[src/rtl/smul_arbiter_pkg.sv]
// Shared types and constants for the two-requester sign-magnitude multiplier arbiter.
package smul_arbiter_pkg;

    // Number of requesters sharing the multiplier.
    localparam int NUM_REQ = 2;

    // Operation sequencing: wait for a request, compute, present the result.
    typedef enum logic [1:0] {
        IDLE = 2'd0,
        EXEC = 2'd1,
        RESP = 2'd2
    } state_t;

endpackage

[src/rtl/smul_core.sv]
// Combinational sign-magnitude multiply; the magnitude wraps to DATAWIDTH-1 bits.
module smul_core #(
    parameter int DATAWIDTH = 8
) (
    input  logic [DATAWIDTH-1:0] a,
    input  logic [DATAWIDTH-1:0] b,
    output logic [DATAWIDTH-1:0] prod
);

    logic                 sign;
    logic [DATAWIDTH-2:0] mag;

    // Product width equals operand width, so overflow drops the upper bits and
    // a negative zero (sign set, magnitude zero) is passed through untouched.
    always_comb begin
        sign = a[DATAWIDTH-1] ^ b[DATAWIDTH-1];
        mag  = a[DATAWIDTH-2:0] * b[DATAWIDTH-2:0];
        prod = {sign, mag};
    end

endmodule

[src/rtl/smul_arbiter.sv]
// Round-robin arbiter granting two requesters access to one sign-magnitude multiplier.
module smul_arbiter
    import smul_arbiter_pkg::*;
#(
    parameter int DATAWIDTH = 8
) (
    input  logic                 Clk,
    input  logic                 Rst,
    input  logic [NUM_REQ-1:0]   req_valid,
    output logic [NUM_REQ-1:0]   req_ready,
    input  logic [DATAWIDTH-1:0] a0,
    input  logic [DATAWIDTH-1:0] b0,
    input  logic [DATAWIDTH-1:0] a1,
    input  logic [DATAWIDTH-1:0] b1,
    output logic [NUM_REQ-1:0]   resp_valid,
    input  logic [NUM_REQ-1:0]   resp_ready,
    output logic [DATAWIDTH-1:0] prod,
    output logic                 busy,
    output logic                 grant_id
);

    state_t               state;
    state_t               state_nx;
    logic                 last_grant;
    logic                 winner;
    logic                 accept;
    logic [DATAWIDTH-1:0] a_p0;
    logic [DATAWIDTH-1:0] b_p0;
    logic [DATAWIDTH-1:0] core_prod;

    smul_core #(
        .DATAWIDTH(DATAWIDTH)
    ) u_core (
        .a    (a_p0),
        .b    (b_p0),
        .prod (core_prod)
    );

    // Winner selection: under contention the requester not granted last wins.
    always_comb begin
        if (req_valid == 2'b11) begin
            winner = ~last_grant;
        end else begin
            winner = req_valid[1];
        end
    end

    // Next-state and handshake outputs; a request is only taken out of reset in IDLE.
    always_comb begin
        state_nx   = state;
        accept     = 1'b0;
        req_ready  = '0;
        resp_valid = '0;
        case (state)
            IDLE: begin
                if (Rst && (req_valid != '0)) begin
                    accept            = 1'b1;
                    req_ready[winner] = 1'b1;
                    state_nx          = EXEC;
                end
            end
            EXEC: begin
                state_nx = RESP;
            end
            RESP: begin
                resp_valid[grant_id] = 1'b1;
                if (resp_ready[grant_id]) begin
                    state_nx = IDLE;
                end
            end
            default: begin
                state_nx = IDLE;
            end
        endcase
    end

    assign busy = (state != IDLE);

    // State register.
    always_ff @(posedge Clk) begin
        if (!Rst) begin
            state <= IDLE;
        end else begin
            state <= state_nx;
        end
    end

    // Grant bookkeeping and the registered product; reset clears any in-flight result.
    always_ff @(posedge Clk) begin
        if (!Rst) begin
            last_grant <= 1'b1;
            grant_id   <= 1'b0;
            prod       <= '0;
        end else begin
            if (accept) begin
                last_grant <= winner;
                grant_id   <= winner;
            end
            if (state == EXEC) begin
                prod <= core_prod;
            end
        end
    end

    // Operand capture on accept, so later input changes cannot disturb the operation.
    always_ff @(posedge Clk) begin
        if (accept) begin
            a_p0 <= winner ? a1 : a0;
            b_p0 <= winner ? b1 : b0;
        end
    end

endmodule

[config.mk]
export PLATFORM = sky130hd
export DESIGN_NAME = smul_arbiter
export DESIGN_NICKNAME = d
export VERILOG_FILES = /design/src/rtl/smul_arbiter_pkg.sv /design/src/rtl/smul_core.sv /design/src/rtl/smul_arbiter.sv
export SDC_FILE = /design/constraint.sdc
export NUM_CORES = 1
export LEC_CHECK = 0
export ABC_AREA = 1
export CAP_MARGIN = 20
export CORE_MARGIN = 2
export CORE_UTILIZATION = 48
export CTS_CLUSTER_SIZE = 25
export DETAILED_ROUTE_END_ITERATION = 10
export PLACE_DENSITY = 0.84
export RECOVER_POWER = 50
export SLEW_MARGIN = 20
export SYNTH_ARGS = -nofsm -noshare
export SYNTH_HDL_FRONTEND = slang
export SYNTH_SLANG_ARGS = --single-unit
[constraint.sdc]
create_clock -name Clk -period 4.8 [get_ports Clk]
set_clock_uncertainty 0.05 [all_clocks]
set_input_delay 0.72 -clock Clk [delete_from_list [all_inputs] [get_ports Clk]]
set_output_delay 0.72 -clock Clk [all_outputs]
set_load 0.02 [all_outputs]
==> results.md <==
- Max_cap viols: 0
- WL final: 3704 um
- Critical Path Max Stage Delay: 0.68 ns
- GP Congestion: 0.8222
- Syn Inst Count: 256
- Syn avg cell area: 7.424 um2
- Most common cell after layout, fill and taps aside: nand2_1
- Leak: 1.300 nW
- Post-synth top area cell: edfxtp_1
- Die H: 66.93 um
- Total chip power: 0.7115 mW
- Synth cell types: 21
- Core Footprint: 3744 um2
- Crit-path slowest cell: dlygate4sd3_1
- EDFF count, synth: 16
- Share of the synthesized area in the top cell type: 0.2528
- Fmax: 243.7 MHz
- Post-synthesis sequential area ratio: 0.3792
- Fraction of registers with async set or reset after synthesis: 0
- Die Area: 4479 um2
- Dpl hpwl: 3127 um
- Hold EP: prod[0]$_SDFFE_PN0N_
- Area growth from synthesis to layout: 32.92%
- Setup bufs post-CTS: 0
- First-pass GRT wire length: 6699 um
- WS Path Type: in2out
- FF-to-FF End: prod[6]$_SDFFE_PN0N_
- Fin. Hold Viols: 0
- DR vias/cell: 4.754
- Reg2Reg Depth: 19
- Cell Area, Synth: 1901 um2
- Post_cts resized: 0
- Reg2reg start: a_p0[2]$_DFFE_PP_
- Largest net degree at the start of global routing: 19
- Routed vias: 1702
- FF+latch count, synth: 28
- Max clock buf depth: 2
- CP Launch Type: input port
- Setup crit end kind: output port
- RSZ-0062 raised after global routing: no
- Avg WL per Cell: 10.35 um
- Port buffer count: 51
- Main flop type after synthesis: edfxtp_1
- Most frequent cells in the layout: nand2_1 (108), clkdlybuf4s50_1 (42), inv_1 (41)
- Ys Warns: 0
- TNS Setup: 0 ns
- # setup viols final: 0
- Hold crit path type: reg2reg
- Initial core utilization: 0.5077
- Slew @ Worst Pin: 0.7959 ns
- Overflow after GRT: 0
- Die width: 66.93 um
- Crit Path Max Fanout: 17
- CP arrival: 3.33 ns
- CP most frequent cell: nor2_1
- Area contributors post-synth: edfxtp_1 (25%), nand2_1 (21%), dfxtp_1 (13%)
- FF-to-FF setup slack: 1.07 ns
- Pwr Density: 281.6 nW/um2
- Share of cells above drive strength 1: 0.03548
- CTS tree: yes
- Post-CTS Hold Buffers: 0
- WHS: 0.4211 ns
- DRC errors left: 0
- # IOs: 52
- Final ANT Viol Nets: 0
- Nets@finish: 369
- HP Start: prod[0]$_SDFFE_PN0N_
- Vias in the first global route: 1638
- Post-Syn Nets: 314
- Critical Path RT: 4.03 ns
- Outcome: completed
- Clk Latency, worst-skew pair: 0.28 ns
- Worst-path cell chain: dlygate4sd3_1, o21ai_0, nor2_1, clkbuf_1, inv_1, nor2_1, clkdlybuf4s50_1
- CTS buffer count: 3
- Slew Viols, Final: 0
- Clock tree root driver cell: clkbuf_8
- GRT Util Overall: 0.1938
- Antenna violations before repair: 0
- Crit path time final: 4.103 ns
- Clk slew on worst S/H paths: 0.10 ns
- Ant. Diodes: 0
- Crit share post-route: 0.8548
- CTS Sinks: 28
- Peak VDD IR: 0.0001688 V
- Placement Rows: 22
- DRT Pass-1 Iters: 4
- Hold path cells: 2
- DRT iter0 DRCs: 76
- Relative slew slack: 0.4694
- CTS H-Tree Depth: 1
worst max-delay path: cells and delay by family:
kind,cells,cell delay [ns]
buffers and inverters,4,2.13
AO/OA/AOI/OAI,1,0.18
AND/OR/NAND/NOR,2,0.30
cell usage after synthesis, drive strengths merged (2+ instances only):
| cell type | instances |
|---|---|
| nand2 | 113 |
| nand3 | 12 |
| edfxtp | 16 |
| ha | 13 |
| buf | 2 |
| nor2 | 15 |
| dfxtp | 12 |
| nand3b | 4 |
| a21oi | 8 |
| o21ai | 7 |
| fa | 7 |
| inv | 41 |
routing by layer:
metal  global-route usage  up-vias  share of wire
met3              0.02534        6          0.045
met5                    0        -              0
met4              0.07143        0          0.019
met2               0.3325       56           0.50
met1               0.2481      739           0.43
li1                     -      901              -
power by group:
group / internal [mW] / switching [mW] / total [mW]
combinational: 0.113 / 0.139 / 0.252
sequential: 0.280 / 0.0172 / 0.297
clock: 0.0908 / 0.0716 / 0.162
total: 0.484 / 0.227 / 0.711
per-stage QoR:
step | instance area [um2] | worst slack [ns] | util | cells
6_report | 2526 | 0.6968 | 0.6748 | 358
5_1_grt | 2526 | 0.4130 | 0.6748 | 358
4_1_cts | 2530 | 1.058 | 0.6758 | 358
3_5_place_dp | 2464 | 1.061 | 0.6581 | 354
3_3_place_gp | 2464 | 1.180 | 0.6581 | 354
2_1_floorplan | 1901 | 1.280 | - | 256
final cells by class:
type | count | area, um2
well taps | 48 | 60.06
inverters | 42 | 157.7
repair buffers | 53 | 521.8
flip-flops and latches | 28 | 720.7
clock buffers | 4 | 66.31
multi-input cells | 183 | 999.7
fillers | 305 | 1217
kinds of logic (layout without fill, tap and decap cells):
family,count (synthesis),count (layout),synth area share
simple gates,144,144,0.3094
compound gates,17,17,0.04806
fa+ha+maj,20,20,0.1593
buf+inv,45,99,0.09479
flops,28,28,0.3792
xor+xnor,2,2,0.009218
worst max-delay path by stage:
stage               depth (start not counted)              endpoint         startpoint  slack, ns
global route                                7          req_ready[0]                Rst       0.41
finish                                      7          req_ready[0]                Rst       0.70
floorplan                                  19  prod[6]$_SDFFE_PN0N_  a_p0[2]$_DFFE_PP_       1.28
CTS                                        19  prod[6]$_SDFFE_PN0N_  a_p0[2]$_DFFE_PP_       1.06
global placement                           19  prod[6]$_SDFFE_PN0N_  a_p0[2]$_DFFE_PP_       1.18
detailed placement                         19  prod[6]$_SDFFE_PN0N_  a_p0[2]$_DFFE_PP_       1.06
state kept, by name (all words and copies together), names as in the netlist:
name,count
b_p0,8
prod,8
last_grant,1
state,2
grant_id,1
a_p0,8
Note: power is estimated with default switching activity, not from simulation.
